==> src/rtl/alu_seq_pkg.sv <==
// Shared opcodes, FSM state type and compare_result bit positions for the
// sequential ALU core and its multiplier.
package alu_seq_pkg;

    localparam logic [2:0] OP_ADD = 3'b000;
    localparam logic [2:0] OP_SUB = 3'b001;
    localparam logic [2:0] OP_AND = 3'b010;
    localparam logic [2:0] OP_XOR = 3'b011;
    localparam logic [2:0] OP_EQ  = 3'b100;
    localparam logic [2:0] OP_GT  = 3'b101;
    localparam logic [2:0] OP_LT  = 3'b110;
    localparam logic [2:0] OP_MUL = 3'b111;

    typedef enum logic [1:0] {
        ST_IDLE = 2'b00,
        ST_MUL  = 2'b01,
        ST_DONE = 2'b10
    } state_t;

    localparam int CMP_EQ = 0;
    localparam int CMP_GT = 1;
    localparam int CMP_LT = 2;

endpackage

==> src/rtl/alu_seq_core_mul.sv <==
// Iterative unsigned shift-add multiplier: one partial product per cycle,
// WIDTH iterations; product is presented combinationally on the last one.
module alu_seq_mul #(
    parameter int WIDTH = 16,
    parameter int CNT_W = $clog2(WIDTH) + 1
) (
    input  logic                 clk,
    input  logic                 rst_n,
    input  logic                 start,
    input  logic [WIDTH-1:0]     mcand,
    input  logic [WIDTH-1:0]     mplier,
    output logic                 done,
    output logic [2*WIDTH-1:0]   product
);

    logic [WIDTH-1:0]   mcand_r;
    logic [WIDTH-1:0]   mplier_r;
    logic [2*WIDTH-1:0] acc_r;
    logic [CNT_W-1:0]   cnt_r;
    logic [WIDTH-1:0]   addend_s;
    logic [WIDTH:0]     sum_s;
    logic [2*WIDTH-1:0] acc_nxt_s;
    logic               run_s;

    // One iteration: conditional add into the upper half, then shift right keeping the carry.
    always_comb begin
        addend_s  = mplier_r[0] ? mcand_r : {WIDTH{1'b0}};
        sum_s     = {1'b0, acc_r[2*WIDTH-1:WIDTH]} + {1'b0, addend_s};
        acc_nxt_s = {sum_s, acc_r[WIDTH-1:1]};
        run_s     = (cnt_r != {CNT_W{1'b0}});
    end

    assign done    = (cnt_r == CNT_W'(1));
    assign product = acc_nxt_s;

    // Operand latch, accumulator and iteration counter.
    always_ff @(posedge clk) begin
        if (!rst_n) begin
            mcand_r  <= {WIDTH{1'b0}};
            mplier_r <= {WIDTH{1'b0}};
            acc_r    <= {(2*WIDTH){1'b0}};
            cnt_r    <= {CNT_W{1'b0}};
        end else if (start) begin
            mcand_r  <= mcand;
            mplier_r <= mplier;
            acc_r    <= {(2*WIDTH){1'b0}};
            cnt_r    <= CNT_W'(WIDTH);
        end else if (run_s) begin
            acc_r    <= acc_nxt_s;
            mplier_r <= mplier_r >> 1;
            cnt_r    <= cnt_r - CNT_W'(1);
        end else begin
            acc_r    <= acc_r;
            mplier_r <= mplier_r;
            cnt_r    <= cnt_r;
        end
    end

endmodule

==> src/rtl/alu_seq_core.sv <==
// Registered ALU with valid/ready handshakes and an iterative multiplier.
// Build option ALU_SEQ_SIGNED_CMP_EN makes GT/LT signed compares.
module alu_seq_core
    import alu_seq_pkg::*;
#(
    parameter int WIDTH = 16,
    parameter int CNT_W = $clog2(WIDTH) + 1
) (
    input  logic             clk,
    input  logic             rst_n,
    input  logic             in_valid,
    output logic             in_ready,
    input  logic [WIDTH-1:0] a,
    input  logic [WIDTH-1:0] b,
    input  logic             c_in,
    input  logic [2:0]       opcode,
    output logic             out_valid,
    input  logic             out_ready,
    output logic [WIDTH-1:0] result,
    output logic [WIDTH-1:0] result_hi,
    output logic [2:0]       compare_result,
    output logic             c_out,
    output logic             overflow,
    output logic             parity,
    output logic             busy
);

    function automatic logic calc_parity(input logic [2*WIDTH-1:0] v);
        calc_parity = ^v;
    endfunction

    state_t             state_r, state_nxt_s;
    logic               in_ready_s, accept_s, is_mul_s;
    logic               ld_alu_s, ld_mul_s, mul_start_s, mul_done_s;
    logic [2*WIDTH-1:0] mul_prod_s;
    logic [WIDTH-1:0]   op_b_s, alu_res_s;
    logic [WIDTH:0]     sum_s;
    logic               carry_s, gt_s, lt_s, alu_cout_s, alu_ovf_s;
    logic [2:0]         alu_cmp_s;

    logic [WIDTH-1:0]   result_r, result_hi_r;
    logic [2:0]         cmp_r;
    logic               c_out_r, overflow_r, parity_r, out_valid_r, busy_r;

`ifdef ALU_SEQ_SIGNED_CMP_EN
    assign gt_s = ($signed(a) > $signed(b));
    assign lt_s = ($signed(a) < $signed(b));
`else
    assign gt_s = (a > b);
    assign lt_s = (a < b);
`endif

    assign is_mul_s    = (opcode == OP_MUL);
    assign accept_s    = in_valid && in_ready_s;
    assign ld_alu_s    = accept_s && !is_mul_s;
    assign mul_start_s = accept_s && is_mul_s;
    assign ld_mul_s    = (state_r == ST_MUL) && mul_done_s;

    alu_seq_mul #(
        .WIDTH (WIDTH),
        .CNT_W (CNT_W)
    ) u_mul (
        .clk     (clk),
        .rst_n   (rst_n),
        .start   (mul_start_s),
        .mcand   (a),
        .mplier  (b),
        .done    (mul_done_s),
        .product (mul_prod_s)
    );

    // Single-cycle datapath; SUB shares the adder as a + ~b + 1.
    always_comb begin
        op_b_s     = (opcode == OP_SUB) ? ~b : b;
        carry_s    = (opcode == OP_SUB) ? 1'b1 : ((opcode == OP_ADD) ? c_in : 1'b0);
        sum_s      = {1'b0, a} + {1'b0, op_b_s} + {{WIDTH{1'b0}}, carry_s};
        alu_res_s  = {WIDTH{1'b0}};
        alu_cmp_s  = 3'b000;
        alu_cout_s = 1'b0;
        alu_ovf_s  = 1'b0;
        case (opcode)
            OP_ADD, OP_SUB: begin
                alu_res_s  = sum_s[WIDTH-1:0];
                alu_cout_s = sum_s[WIDTH];
                alu_ovf_s  = (a[WIDTH-1] == op_b_s[WIDTH-1]) && (sum_s[WIDTH-1] != a[WIDTH-1]);
            end
            OP_AND:  alu_res_s = a & b;
            OP_XOR:  alu_res_s = a ^ b;
            OP_EQ:   alu_cmp_s[CMP_EQ] = (a == b);
            OP_GT:   alu_cmp_s[CMP_GT] = gt_s;
            OP_LT:   alu_cmp_s[CMP_LT] = lt_s;
            default: alu_res_s = {WIDTH{1'b0}};
        endcase
    end

    // Next-state and ready; DONE can accept a new op while its result drains.
    always_comb begin
        state_nxt_s = state_r;
        in_ready_s  = 1'b0;
        case (state_r)
            ST_IDLE: begin
                in_ready_s = 1'b1;
                if (in_valid) begin
                    state_nxt_s = is_mul_s ? ST_MUL : ST_DONE;
                end else begin
                    state_nxt_s = ST_IDLE;
                end
            end
            ST_MUL: begin
                if (mul_done_s) begin
                    state_nxt_s = ST_DONE;
                end else begin
                    state_nxt_s = ST_MUL;
                end
            end
            ST_DONE: begin
                in_ready_s = out_ready;
                if (in_valid && out_ready) begin
                    state_nxt_s = is_mul_s ? ST_MUL : ST_DONE;
                end else if (out_ready) begin
                    state_nxt_s = ST_IDLE;
                end else begin
                    state_nxt_s = ST_DONE;
                end
            end
            default: begin
                state_nxt_s = ST_IDLE;
                in_ready_s  = 1'b0;
            end
        endcase
    end

    // State register.
    always_ff @(posedge clk) begin
        if (!rst_n) begin
            state_r <= ST_IDLE;
        end else begin
            state_r <= state_nxt_s;
        end
    end

    // Output registers, loaded on a single-cycle accept or on multiply completion.
    always_ff @(posedge clk) begin
        if (!rst_n) begin
            result_r    <= {WIDTH{1'b0}};
            result_hi_r <= {WIDTH{1'b0}};
            cmp_r       <= 3'b000;
            c_out_r     <= 1'b0;
            overflow_r  <= 1'b0;
            parity_r    <= 1'b0;
            out_valid_r <= 1'b0;
            busy_r      <= 1'b0;
        end else begin
            out_valid_r <= (state_nxt_s == ST_DONE);
            busy_r      <= (state_nxt_s == ST_MUL);
            if (ld_alu_s) begin
                result_r    <= alu_res_s;
                result_hi_r <= {WIDTH{1'b0}};
                cmp_r       <= alu_cmp_s;
                c_out_r     <= alu_cout_s;
                overflow_r  <= alu_ovf_s;
                parity_r    <= calc_parity({{WIDTH{1'b0}}, alu_res_s});
            end else if (ld_mul_s) begin
                result_r    <= mul_prod_s[WIDTH-1:0];
                result_hi_r <= mul_prod_s[2*WIDTH-1:WIDTH];
                cmp_r       <= 3'b000;
                c_out_r     <= 1'b0;
                overflow_r  <= 1'b0;
                parity_r    <= calc_parity(mul_prod_s);
            end else begin
                result_r    <= result_r;
                result_hi_r <= result_hi_r;
                cmp_r       <= cmp_r;
                c_out_r     <= c_out_r;
                overflow_r  <= overflow_r;
                parity_r    <= parity_r;
            end
        end
    end

    assign in_ready       = in_ready_s;
    assign out_valid      = out_valid_r;
    assign result         = result_r;
    assign result_hi      = result_hi_r;
    assign compare_result = cmp_r;
    assign c_out          = c_out_r;
    assign overflow       = overflow_r;
    assign parity         = parity_r;
    assign busy           = busy_r;

endmodule

==> config.mk <==
export PLATFORM = sky130hd
export DESIGN_NAME = alu_seq_core
export DESIGN_NICKNAME = d
export VERILOG_FILES = /design/src/rtl/alu_seq_pkg.sv /design/src/rtl/alu_seq_core_mul.sv /design/src/rtl/alu_seq_core.sv
export SDC_FILE = /design/constraint.sdc
export NUM_CORES = 1
export LEC_CHECK = 0
export ABC_AREA = 1
export ABC_CLOCK_PERIOD_IN_PS = 6800
export CAP_MARGIN = 20
export CORE_UTILIZATION = 35
export DETAILED_ROUTE_END_ITERATION = 16
export PLACE_DENSITY = 0.6
export SLEW_MARGIN = 40
export SYNTH_ARGS = -nofsm -noshare
export SYNTH_HDL_FRONTEND = slang
export SYNTH_SLANG_ARGS = --single-unit
export TNS_END_PERCENT = 30
==> constraint.sdc <==
create_clock -name clk -period 6.8 [get_ports clk]
set_clock_uncertainty 0.1 [all_clocks]
set_input_delay 1.36 -clock clk [delete_from_list [all_inputs] [get_ports clk]]
set_output_delay 1.36 -clock clk [all_outputs]
set_load 0.02 [all_outputs]
==> results.txt, run 1 <==
----------------------------------------------------
[Yosys]
  Portion of the post-synthesis area used by sequential elements ... 0.269
  Post-synthesis cell type with the largest combined area ... sky130_fd_sc_hd__dfxtp_1
  Leading post-synthesis cells by cell area ... sky130_fd_sc_hd__dfxtp_1 (27%), sky130_fd_sc_hd__nand2_1 (19%), sky130_fd_sc_hd__ha_1 (10%)
  Ranking of synthesized cells by instance count ... sky130_fd_sc_hd__nand2_1 (423), sky130_fd_sc_hd__inv_1 (169), sky130_fd_sc_hd__dfxtp_1 (110)
  Share of the synthesized area in the top cell type ... 0.269
  Netlist Area Pre-Place ... 0.00819 mm^2
  Net count after synthesis ... 1402
  Number of instances in the synthesized netlist ... 1293
  Flip-flop and latch count after synthesis ... 110
  Post-synthesis average cell area ... 6.34 um^2
  Ys flop type ... sky130_fd_sc_hd__dfxtp_1
  Most repeated cell in the gate-level netlist after synthesis ... sky130_fd_sc_hd__nand2_1
  Synth Warn # ... 0
  Number of distinct standard cells referenced by the synthesized netlist ... roughly 40
  Number of flops mapped to enable cells by yosys ... 0
  Share of synthesized flip-flops with an asynchronous set or reset ... 0

[Global route]
  Residual overflow from global routing ... 0
  Total Routing Usage GR ... 0.209
  Number of antenna violations at the first check in global routing ... 0
  Vias in the first global route ... 7698
  First-pass GRT wire length ... 39.5 mm
  Largest net degree at the start of global routing ... 63

[Layout]
  Number of inserted diodes ... 0
  Share of final-layout standard cells stronger than drive strength 1 ... 0.0553
  Filler Cell Count ... 2412
  Area added between synthesis and finish ... 17.4%
  Fin nets ... 1461

[Critical path]
  Critical path cell sequence ... clkdlybuf4s50_1 > inv_2 > nor2_4 > nand2_4 > xnor2_1 > fa_1 > fa_1 > nand3_1 > nand3_1 > or2_2 > nand3_1 > nand2_1 > inv_1 > nand2_1 > nand2_1 > nand2_1 > nand2_1 > nand3_1 > nand2_1 > nand3_1 > nand2_1 > nand2_1 > a21oi_2
  Combined buffer and inverter count along the critical path ... 3
  Endpoint of the lowest-slack register-to-register path ... parity$_SDFFE_PN0P_
  Largest stage delay on the critical path ... approximately 0.54 ns
  Largest fanout on the critical path ... 18
  Type of the worst setup path ... input pin to flip-flop
  Crit path capture type ... flip-flop
  Required time of the critical path ... 7.00 ns
  Worst-path cell with the longest stage delay ... sky130_fd_sc_hd__clkdlybuf4s50_1
  Cell repeated most along the worst path ... sky130_fd_sc_hd__nand2_1
  Setup slack of the worst register-to-register path ... 3.43 ns
  CP Data Arrival Time ... just under 5 ns
  Launch instance of the worst register-to-register path ... u_mul.mplier_r[0]$_SDFFE_PN0P_
  Worst Reg2Reg Path Length in Cells ... 20
  Family with the most delay on the worst path ... simple AND/OR/NAND/NOR gates
  CP Launch Type ... input pin

[Drt]
  WL/cell ... 14.5 um
  Via-to-Cell Ratio ... just under 5
  First-pass DRT Iterations ... 6
  Routed vias ... between 8000 and 9000
  Number of routed nets with antenna violations ... 0
  Routed wire length ... about 24 mm
  Number of DRC violations after detailed-routing iteration 0 ... ~460
  DRC ... 0

[Clock network]
  TritonCTS Sinks ... 110
  Gates resized, CTS repair ... 0
  H-Tree Depth ... 3
  Max Root-Sink Buffers ... 2
  CTS hold repair buffers ... 0
  CTS tree ... yes
  Clock-pin slew of the registers on the worst-case setup and hold paths ... 0.09 ns
  Cell at the root of the clock tree ... sky130_fd_sc_hd__clkbuf_16
  Number of buffers created by CTS ... 9
  Post CTS Setup Buffer Count ... 0
  Clock insertion delay at the later pin of the skew report ... 0.36 ns

[Timing]
  Highest Clock Rate ... roughly 210 MHz
  Total negative slack for setup checks ... 0 ns
  Tcrit/Tclk final ... 0.688
  Relative max-transition margin ... 0.518
  Measured slew at the worst slew-check pin ... 0.722 ns
  Post-route minimum period ... 4.68 ns
  Number of failing hold endpoints at the final stage ... 0
  Number of slew-limit violations in the final report ... 0
  Final Setup Violations ... 0
  Setup repair after global routing missed its margin ... no

[Run status]
  Outcome ... finished, final reports clean

[Floorplanning]
  Core Box Area ... about 0.023 mm^2
  Die X-Extent ... 155 um
  Initial core utilization ... 0.360
  Die area ... 0.0240 mm^2
  FP Rows ... 55
  Top-Level Pins ... 81
  Vertical die dimension ... 155 um

[Placed design]
  Half-perimeter wire length of the detailed placement result ... 19.3 mm
  Total of buffers placed on input and output ports ... 80
  Final estimated routing congestion in global placement ... around 0.96

[Run]
  Max-cap check violation count ... 0

[Power and ir drop]
  Leakage power summed over all cells ... 0.00473 uW
  Max IR drop VDD ... just over 200 uV
  Final Total Pwr ... 2220 uW
  Total power divided by cell area ... about 230 mW/mm^2

[Hold path]
  Endpoint of the worst hold-timing path ... u_mul.cnt_r[3]$_SDFFE_PP0P_
  Worst Hold Path Cells ... 1
  Min-delay worst type ... flip-flop to flip-flop
  Launch point of the worst hold path ... u_mul.cnt_r[3]$_SDFFE_PP0P_

----------------------------------------------------
==> final cells by class <==
type | instances | area [um^2] | area share
Clock buffer | 9 | 225 | 0.0234
Tap cell | 313 | 392 | 0.0407
Multi-Input combinational cell | 962 | 5150 | 0.536
Timing Repair Buffer | 90 | 876 | 0.0911
Inverter | 179 | 672 | 0.0699
Clock inverter | 7 | 96.3 | 0.0100
Sequential cell | 110 | 2200 | 0.229
==> cell families (layout without fill, tap and decap cells) <==
logic type                 after synthesis  after routing  share of synthesized area
AOI/OAI and AO/OA                      184            184                      0.132
xor gates and xnor gates                40             40                     0.0428
adders and majority gates               69             69                      0.108
buffers and inverters                  221            285                      0.104
DFF                                    110            110                      0.269
and+or+nand+nor                        669            669                      0.344
==> metal layers <==
layer	part of all wire	wire length [um]	global-route usage
met1	0.46	11100	0.260
met2	0.48	11700	0.371
met3	0.044	1070	0.0331
met4	0.017	406	0.0547
met5	0	0	0
==> registers in the layout (all words and copies together) (netlist names), 2 cells and up <==
name / cells
result: 16
u_mul.cnt_r: 5
result_hi: 16
compare_result: 3
u_mul.mplier_r: 16
state_r: 2
u_mul.mcand_r: 16
u_mul.acc_r: 31
==> placed cells by master, fill, tap and decap left out, drive strengths merged, types with 6 or more instances in the layout <==
cell | netlist | layout
ha | 66 | 66
dfxtp | 110 | 110
a31oi | 29 | 29
o211ai | 23 | 23
clkdlybuf4s50 | 0 | 80
nor2 | 87 | 87
nand3 | 106 | 106
nand4 | 16 | 16
o21ai | 38 | 38
xor2 | 23 | 23
nand2 | 441 | 441
inv | 178 | 182
a21oi | 80 | 80
xnor2 | 17 | 17
nor3 | 6 | 6
buf | 9 | 10
clkbuf | 33 | 9
==> power by group <==
part / switching (uW) / internal (uW) / total, uW
Combinational: 612 / 307 / 919
Sequential: 38.1 / 701 / 739
Clock: 294 / 270 / 565
==> per-stage QoR <==
stage | cells | hold WS [ns] | cell area [um^2] | setup slack, ns | utilization
floorplan | 1293 | 0.331 | 8190 | 2.33 | -
global placement | 1654 | 0.353 | 9290 | 1.83 | 0.408
detailed placement | 1654 | 0.358 | 9300 | 1.74 | 0.408
CTS | 1670 | 0.373 | 9620 | 2.11 | 0.422
global route | 1670 | 0.392 | 9620 | 1.78 | 0.422
finish | 1670 | 0.378 | 9620 | 2.12 | 0.422
==> worst max-delay path by stage <==
stage / start / end / slack [ns] / cells past startpoint
after floorplan: opcode[0] / parity$_SDFFE_PN0P_ / 2.33 / 24
after global placement: opcode[0] / parity$_SDFFE_PN0P_ / 1.83 / 24
after detailed placement: opcode[0] / parity$_SDFFE_PN0P_ / 1.74 / 24
after CTS: opcode[0] / parity$_SDFFE_PN0P_ / 2.11 / 23
after global routing: opcode[0] / parity$_SDFFE_PN0P_ / 1.78 / 24
final: opcode[0] / parity$_SDFFE_PN0P_ / 2.12 / 23
Power figures use the tool's default switching activity.
==> run 2, diff against run 1 <==
--- a/config.mk
+++ b/config.mk
@@ -6,11 +6,11 @@
 export NUM_CORES = 1
 export LEC_CHECK = 0
 export ABC_AREA = 1
-export ABC_CLOCK_PERIOD_IN_PS = 6800
+export ABC_CLOCK_PERIOD_IN_PS = 4000
 export CAP_MARGIN = 20
 export CORE_UTILIZATION = 35
 export DETAILED_ROUTE_END_ITERATION = 16
-export PLACE_DENSITY = 0.6
+export PLACE_DENSITY = 0.62
 export SLEW_MARGIN = 40
 export SYNTH_ARGS = -nofsm -noshare
 export SYNTH_HDL_FRONTEND = slang
==> constraint.sdc (replaced) <==
create_clock -name clk -period 4 [get_ports clk]
set_clock_uncertainty 0.1 [all_clocks]
set_input_delay 0.8 -clock clk [delete_from_list [all_inputs] [get_ports clk]]
set_output_delay 0.8 -clock clk [all_outputs]
set_load 0.02 [all_outputs]
==> run 2 against run 1 <==
Core utilization is 1.7 points higher; via count is 2.3% higher; combinational power is 81% higher; critical path type unchanged; critical endpoint unchanged.
==> results.txt, run 2 (synthesized netlist as in run 1, its figures left out) <==
----------------------------------------------------
[Placed design]
  Cell area after placement ... 0.00966 mm^2 (was 0.00930 mm^2)
  Post-Place Cells ... 1701 (was 1654)
  Total of buffers placed on input and output ports ... 80 (unchanged)
  Half-perimeter wire length of the detailed placement result ... 19.9 mm (was 19.3 mm)
  Final estimated routing congestion in global placement ... 0.928 (was 0.960)

[Power and ir drop]
  Final Total Pwr ... 3860 uW (was 2220 uW)
  Part of the total power dissipated in the clock network ... 0.245 (was 0.254)
  Share of total power in sequential cells ... 0.325 (was 0.333)
  Max IR drop VDD ... 246 uV (was 205 uV)
  Switching Fraction ... 0.422 (was 0.425)
  Leakage power summed over all cells ... 0.00495 uW (was 0.00473 uW)
  Power spent charging and discharging nets ... 1630 uW (was 945 uW)
  Total power divided by cell area ... 386 mW/mm^2 (was 231 mW/mm^2)
  Internal ... 2230 uW (was 1280 uW)
  Proportion of power drawn by combinational gates ... 0.429 (was 0.413)

[Drt]
  DRC ... 0 (unchanged)
  Number of DRC violations after detailed-routing iteration 0 ... 465 (was 459)
  Routed wire length ... 24.7 mm (was 24.3 mm)
  First-pass DRT Iterations ... 5 (was 6)
  Routed vias ... 8351 (was 8166)
  Via-to-Cell Ratio ... 4.86 (was 4.89)
  WL/cell ... 14.4 um (was 14.5 um)
  Number of routed nets with antenna violations ... 0 (unchanged)

[Clock network]
  Max Root-Sink Buffers ... 2 (unchanged)
  Clock insertion delay at the later pin of the skew report ... 0.36 ns (about the same)
  TritonCTS Sinks ... 110 (unchanged)
  Cell at the root of the clock tree ... sky130_fd_sc_hd__clkbuf_16 (unchanged)
  H-Tree Depth ... 3 (unchanged)
  Number of buffers created by CTS ... 9 (unchanged)
  CTS tree ... yes (unchanged)
  Clock-pin slew of the registers on the worst-case setup and hold paths ... 0.09 ns (about the same)
  Post CTS Setup Buffer Count ... 0 (unchanged)

[Layout]
  Most common cell after layout, fill and taps aside ... sky130_fd_sc_hd__nand2_1 (unchanged)
  Number of inserted diodes ... 0 (unchanged)
  Filler-free cell count of the finished design ... 1717 (was 1670)
  Share of final-layout standard cells stronger than drive strength 1 ... 0.0926 (was 0.0553)
  Most used cells in the layout excluding fill and tap cells ... sky130_fd_sc_hd__nand2_1 (422), sky130_fd_sc_hd__inv_1 (168), sky130_fd_sc_hd__dfxtp_1 (110), sky130_fd_sc_hd__nand3_1 (103), sky130_fd_sc_hd__clkdlybuf4s50_1 (80) (was sky130_fd_sc_hd__nand2_1 (423), sky130_fd_sc_hd__inv_1 (168), sky130_fd_sc_hd__dfxtp_1 (110), sky130_fd_sc_hd__nand3_1 (103), sky130_fd_sc_hd__nor2_1 (81))
  Filler Cell Count ... 2426 (was 2412)
  Flip-flop count of the largest register, all copies and words added ... 31 (unchanged)
  Register with the most flip-flops ... u_mul.acc_r (unchanged)
  Fin nets ... 1508 (was 1461)
  Area added between synthesis and finish ... 22.1% (was 17.4%)
  Final cell area excluding filler cells ... 0.0100 mm^2 (was 0.00962 mm^2)

[Floorplanning]
  Die area ... 0.0240 mm^2 (unchanged)
  Top-Level Pins ... 81 (unchanged)
  Die X-Extent ... 155 um (unchanged)
  Vertical die dimension ... 155 um (unchanged)
  FP Rows ... 55 (unchanged)
  Initial core utilization ... 0.360 (unchanged)
  Core Box Area ... 0.0228 mm^2 (unchanged)

[Timing]
  Total negative slack for setup checks ... 0 ns (unchanged)
  Relative max-transition margin ... 0.555 (was 0.518)
  Final Setup Violations ... 0 (unchanged)
  Number of slew-limit violations in the final report ... 0 (unchanged)
  Number of failing hold endpoints at the final stage ... 0 (unchanged)
  Tcrit/Tclk final ... 0.917
  Measured slew at the worst slew-check pin ... 0.667 ns (was 0.722 ns)
  Post-route minimum period ... 3.67 ns
  Highest Clock Rate ... between 200 and 300 MHz
  Setup repair after global routing missed its margin ... no (unchanged)

[Global route]
  Number of antenna violations at the first check in global routing ... 1 (was 0)
  Vias in the first global route ... 8070 (was 7698)
  Largest net degree at the start of global routing ... 62 (was 63)
  Total Routing Usage GR ... 0.213 (was 0.209)
  First-pass GRT wire length ... 40.4 mm (was 39.5 mm)
  Residual overflow from global routing ... 0 (unchanged)

[Critical path]
  Endpoint of the lowest-slack register-to-register path ... parity$_SDFFE_PN0P_ (unchanged)
  Worst Reg2Reg Path Length in Cells ... 19 (was 20)
  Largest stage delay on the critical path ... 0.49 ns (was 0.54 ns)
  CP Launch Type ... input pin (unchanged)
  Cell repeated most along the worst path ... sky130_fd_sc_hd__nand2_1 (unchanged)
  CP Data Arrival Time ... 3.87 ns (was 4.88 ns)
  Type of the worst setup path ... input pin to flip-flop (unchanged)
  Required time of the critical path ... 4.20 ns (was 7.00 ns)
  Worst-path cell with the longest stage delay ... sky130_fd_sc_hd__clkdlybuf4s50_1 (unchanged)
  Largest fanout on the critical path ... 14 (was 18)
  Crit path capture type ... flip-flop (unchanged)
  Combined buffer and inverter count along the critical path ... 4 (was 3)
  Family with the most delay on the worst path ... simple AND/OR/NAND/NOR gates (unchanged)
  Launch instance of the worst register-to-register path ... u_mul.mplier_r[0]$_SDFFE_PN0P_ (unchanged)
  Setup slack of the worst register-to-register path ... 0.61 ns (was 3.43 ns)

[Hold path]
  Min-delay worst type ... flip-flop to flip-flop (unchanged)
  Worst Hold Path Cells ... 1 (unchanged)
  Endpoint of the worst hold-timing path ... u_mul.cnt_r[3]$_SDFFE_PP0P_ (unchanged)
  Launch point of the worst hold path ... u_mul.cnt_r[3]$_SDFFE_PP0P_ (unchanged)

[Run]
  Max-cap check violation count ... 0 (unchanged)

[Run status]
  Outcome ... finished, final reports clean (unchanged)

----------------------------------------------------
-- run 2: changes by cell type in the layout (fill, tap and decap cells not counted), moves of 2 or more --
cell / delta
sky130_fd_sc_hd__buf_4: +46
sky130_fd_sc_hd__fa_1: -2
sky130_fd_sc_hd__fa_2: +2
sky130_fd_sc_hd__nor2_1: -3
sky130_fd_sc_hd__nor2_2: +3
-- run 2: routing by layer --
metal  track usage  up-vias  share of wire
li1              -     4356              -
met1         0.262     3772           0.45
met2         0.377      183           0.48
met3        0.0331       38          0.050
met4        0.0665        2          0.022
met5             0        -        0.00049
-- run 2: stage by stage --
stage	hold WS (ns)	utilization	setup slack [ns]
final	0.374	0.439	0.330
after global routing	0.402	0.439	0.00125
after CTS	0.377	0.438	0.230
after detailed placement	0.359	0.424	-0.153
after global placement	0.350	0.424	-0.105
after floorplan	0.331	-	0.0855
-- run 2: worst max path at each step --
stage	to	from	depth (start not counted)	slack [ns]
detailed placement	parity$_SDFFE_PN0P_	opcode[0]	23	-0.15
floorplan	parity$_SDFFE_PN0P_	opcode[0]	24	0.09
CTS	parity$_SDFFE_PN0P_	opcode[0]	23	0.23
global placement	parity$_SDFFE_PN0P_	opcode[0]	24	-0.11
finish	parity$_SDFFE_PN0P_	opcode[0]	26	0.33
global route	parity$_SDFFE_PN0P_	opcode[0]	25	0.001
-- run 2: area by class of cell --
| type | count | area (um^2) | share of cell area |
|---|---|---|---|
| clock buffer | 9 | 225 | 0.0225 |
| clock inverter | 7 | 91.3 | 0.00914 |
| inverter | 179 | 672 | 0.0672 |
| multi-input combinational | 962 | 5170 | 0.518 |
| sequential | 110 | 2200 | 0.220 |
| tap | 313 | 392 | 0.0392 |
| timing repair buffer | 137 | 1240 | 0.124 |
-- run 2: power by group through the flow --
stage	registers (uW)	logic [uW]	clock network (uW)
5_1_grt	1270	1870	1010
3_3_place_gp	1280	1630	0
3_5_place_dp	1280	1640	0
6_report	1260	1660	948
4_1_cts	1250	1650	968
2_1_floorplan	1280	1140	0
-- run 2: what timing repair did --
action / CTS / global route
hold buffers: 0 / 0
gates resized for setup: 0 / 7
setup endpoints to repair: 0 / 1
==> run 3, diff against run 2 <==
--- a/config.mk
+++ b/config.mk
@@ -8,6 +8,7 @@
 export ABC_AREA = 1
 export ABC_CLOCK_PERIOD_IN_PS = 4000
 export CAP_MARGIN = 20
+export CORE_MARGIN = 8
 export CORE_UTILIZATION = 35
 export DETAILED_ROUTE_END_ITERATION = 16
 export PLACE_DENSITY = 0.62
==> run 3 against run 2 <==
First-iteration DRC count shrank 2.8%; combinational power barely moved; setup slack worse by 0.025 ns; clock-buffer cell count grew 1; register-to-register slack improved by 0.25 ns; worst hold slack got worse by 0.0032 ns; largest power group unchanged.
==> results.txt, run 3 (synthesized netlist as in run 1, its figures left out) <==
----------------------------------------------------
[Drt]
  First-pass DRT Iterations ... 5 (unchanged)
  Number of routed nets with antenna violations ... 0 (unchanged)
  Via-to-Cell Ratio ... 4.84 (was 4.86)
  Number of DRC violations after detailed-routing iteration 0 ... 452 (was 465)
  Routed vias ... 8335 (was 8351)
  WL/cell ... 14.5 um (was 14.4 um)
  Routed wire length ... 24.9 mm (was 24.7 mm)
  DRC ... 0 (unchanged)

[Layout]
  Filler-free cell count of the finished design ... 1723 (was 1717)
  Share of final-layout standard cells stronger than drive strength 1 ... 0.0905 (was 0.0926)
  Final cell area excluding filler cells ... 0.0100 mm^2 (about the same)
  Filler Cell Count ... 2517 (was 2426)
  FF/Latch Area ... 0.00220 mm^2 (unchanged)
  Area added between synthesis and finish ... 22.4% (was 22.1%)
  Post-route core utilization ... 0.432 (was 0.439)
  Most used cells in the layout excluding fill and tap cells ... sky130_fd_sc_hd__nand2_1 (422), sky130_fd_sc_hd__inv_1 (168), sky130_fd_sc_hd__dfxtp_1 (110), sky130_fd_sc_hd__nand3_1 (102) (was sky130_fd_sc_hd__nand2_1 (422), sky130_fd_sc_hd__inv_1 (168), sky130_fd_sc_hd__dfxtp_1 (110), sky130_fd_sc_hd__nand3_1 (103), sky130_fd_sc_hd__clkdlybuf4s50_1 (80))
  Register with the most flip-flops ... u_mul.acc_r (unchanged)
  Most common cell after layout, fill and taps aside ... sky130_fd_sc_hd__nand2_1 (unchanged)
  Flip-flop count of the largest register, all copies and words added ... 31 (unchanged)
  Fin nets ... 1508 (unchanged)
  Number of inserted diodes ... 0 (unchanged)
  Footprint of the multi-input gates ... 0.00516 mm^2 (was 0.00517 mm^2)

[Clock network]
  Max Root-Sink Buffers ... 2 (unchanged)
  Clock-pin slew of the registers on the worst-case setup and hold paths ... 0.08 ns (was 0.09 ns)
  Clock insertion delay at the later pin of the skew report ... 0.36 ns (about the same)
  CTS tree ... yes (unchanged)
  Cell at the root of the clock tree ... sky130_fd_sc_hd__clkbuf_16 (unchanged)
  H-Tree Depth ... 3 (unchanged)
  Number of buffers created by CTS ... 9 (unchanged)
  TritonCTS Sinks ... 110 (unchanged)

[Placed design]
  Total of buffers placed on input and output ports ... 80 (unchanged)
  Half-perimeter wire length of the detailed placement result ... 20.1 mm (was 19.9 mm)
  Post-Place Cells ... 1706 (was 1701)
  Cell area after placement ... 0.00966 mm^2 (unchanged)
  Final estimated routing congestion in global placement ... 0.900 (was 0.928)
  Worst slack at placement ... -0.185 ns (was -0.153 ns)

[Floorplanning]
  Die area ... 0.0286 mm^2 (was 0.0240 mm^2)
  Vertical die dimension ... 169 um (was 155 um)
  FP Rows ... 56 (was 55)
  Initial core utilization ... 0.353 (was 0.360)
  Core Box Area ... 0.0232 mm^2 (was 0.0228 mm^2)
  Die X-Extent ... 169 um (was 155 um)
  Top-Level Pins ... 81 (unchanged)

[Timing]
  Relative max-transition margin ... 0.520 (was 0.555)
  Final Setup Violations ... 0 (unchanged)
  Setup repair after global routing missed its margin ... no (unchanged)
  Number of failing hold endpoints at the final stage ... 0 (unchanged)
  Post-route minimum period ... 3.70 ns (was 3.67 ns)
  Tcrit/Tclk final ... 0.924 (was 0.917)
  Highest Clock Rate ... 271 MHz (was 272 MHz)
  Total negative slack for setup checks ... 0 ns (unchanged)
  Measured slew at the worst slew-check pin ... 0.720 ns (was 0.667 ns)
  Number of slew-limit violations in the final report ... 0 (unchanged)
  Final WS setup ... 0.305 ns (was 0.330 ns)

[Critical path]
  Worst Reg2Reg Path Length in Cells ... 22 (was 19)
  Largest fanout on the critical path ... 4 (was 14)
  Beginning of the critical path ... opcode[1] (was opcode[0])
  Largest stage delay on the critical path ... 0.52 ns (was 0.49 ns)
  Combined buffer and inverter count along the critical path ... 4 (unchanged)
  Worst-path cell with the longest stage delay ... sky130_fd_sc_hd__clkdlybuf4s50_1 (unchanged)
  CP Launch Type ... input pin (unchanged)
  Required time of the critical path ... 4.19 ns (was 4.20 ns)
  Cell repeated most along the worst path ... sky130_fd_sc_hd__nand2_1 (unchanged)
  Path length in cells of the critical path ... 25 (was 26)
  Launch instance of the worst register-to-register path ... u_mul.mplier_r[0]$_SDFFE_PN0P_ (unchanged)
  Setup slack of the worst register-to-register path ... 0.86 ns (was 0.61 ns)
  Endpoint of the lowest-slack register-to-register path ... parity$_SDFFE_PN0P_ (unchanged)
  Crit path capture type ... flip-flop (unchanged)
  CP Data Arrival Time ... 3.89 ns (was 3.87 ns)
  Type of the worst setup path ... input pin to flip-flop (unchanged)
  Family with the most delay on the worst path ... simple AND/OR/NAND/NOR gates (unchanged)

[Global route]
  First-pass GRT wire length ... 40.8 mm (was 40.4 mm)
  Vias in the first global route ... 8115 (was 8070)
  Total Routing Usage GR ... 0.177 (was 0.213)
  Largest net degree at the start of global routing ... 62 (unchanged)
  Residual overflow from global routing ... 0 (unchanged)
  Number of antenna violations at the first check in global routing ... 0 (was 1)

[Power and ir drop]
  Max IR drop VDD ... 377 uV (was 246 uV)
  Total power divided by cell area ... 393 mW/mm^2 (was 386 mW/mm^2)
  Leakage power summed over all cells ... 0.00498 uW (was 0.00495 uW)

[Run]
  Max-cap check violation count ... 0 (unchanged)

[Run status]
  Outcome ... finished, final reports clean (unchanged)

[Hold path]
  Launch point of the worst hold path ... u_mul.mplier_r[15]$_SDFFE_PN0P_ (was u_mul.cnt_r[3]$_SDFFE_PP0P_)
  Worst Hold Path Cells ... 2 (was 1)
  Min-delay worst type ... flip-flop to flip-flop (unchanged)
  Endpoint of the worst hold-timing path ... u_mul.mplier_r[15]$_SDFFE_PN0P_ (was u_mul.cnt_r[3]$_SDFFE_PP0P_)

----------------------------------------------------
[run 3: cell types whose count changed in the layout (fill, tap and decap cells not counted)]
| cell | change |
|---|---|
| sky130_fd_sc_hd__nand3_1 | -1 |
| sky130_fd_sc_hd__nor2_2 | -2 |
| sky130_fd_sc_hd__clkbuf_8 | +1 |
| sky130_fd_sc_hd__bufinv_16 | +2 |
| sky130_fd_sc_hd__nor2_1 | +2 |
| sky130_fd_sc_hd__xor2_2 | -1 |
| sky130_fd_sc_hd__xor2_1 | +1 |
| sky130_fd_sc_hd__nand3_2 | +1 |
| sky130_fd_sc_hd__clkinv_8 | -1 |
| sky130_fd_sc_hd__inv_8 | -2 |
| sky130_fd_sc_hd__o21ai_2 | -1 |
| sky130_fd_sc_hd__o21ai_1 | +1 |
[run 3: cell type report]
type	count	area share
well taps	319	0.0398
multi-input cells	962	0.515
clock buffers	10	0.0238
inverters	179	0.0670
flip-flops and latches	110	0.220
repair buffers	137	0.124
clock inverters	6	0.0112
[run 3: worst max-delay path by stage]
stage                                     end  slack (ns)
after floorplan           parity$_SDFFE_PN0P_        0.09
after global placement    parity$_SDFFE_PN0P_       -0.12
after detailed placement  parity$_SDFFE_PN0P_       -0.18
after CTS                 parity$_SDFFE_PN0P_        0.17
after global routing      parity$_SDFFE_PN0P_        0.05
final                     parity$_SDFFE_PN0P_        0.30
[run 3: through the flow]
step | power (uW) | hold WS (ns)
global placement | 2900 | 0.356
finish | 3940 | 0.371
detailed placement | 2920 | 0.362
global route | 4250 | 0.391
CTS | 3970 | 0.374
floorplan | 2420 | 0.331
[run 3: where the power goes]
group	internal (uW)	total (uW)	switching (uW)	leakage (uW)
Combinational	581	1640	1060	0.00391
Clock	585	1040	460	0.000171
Sequential	1190	1260	63.1	0.000893
[run 3: per-layer routing]
layer  vias to the layer above  share of wire  global-route usage
met2                       172           0.49               0.318
met1                      3761           0.44               0.212
li1                       4366              -                   -
met4                         0          0.024              0.0539
met3                        36          0.042              0.0287
met5                         -              0                   0
[run 3: what timing repair did]
item | in CTS | in global routing
hold endpoints to repair | 0 | 0
hold buffers | 0 | 0
endpoints found under the setup margin | 0 | 1
resized for setup | 0 | 4
setup buffers | 0 | 1
[run 3: worst min-delay path, stage by stage (launching register included)]
cell and delay (ns):
sky130_fd_sc_hd__dfxtp_1 0.32, sky130_fd_sc_hd__nand2_1 0.06, sky130_fd_sc_hd__a21oi_1 0.05
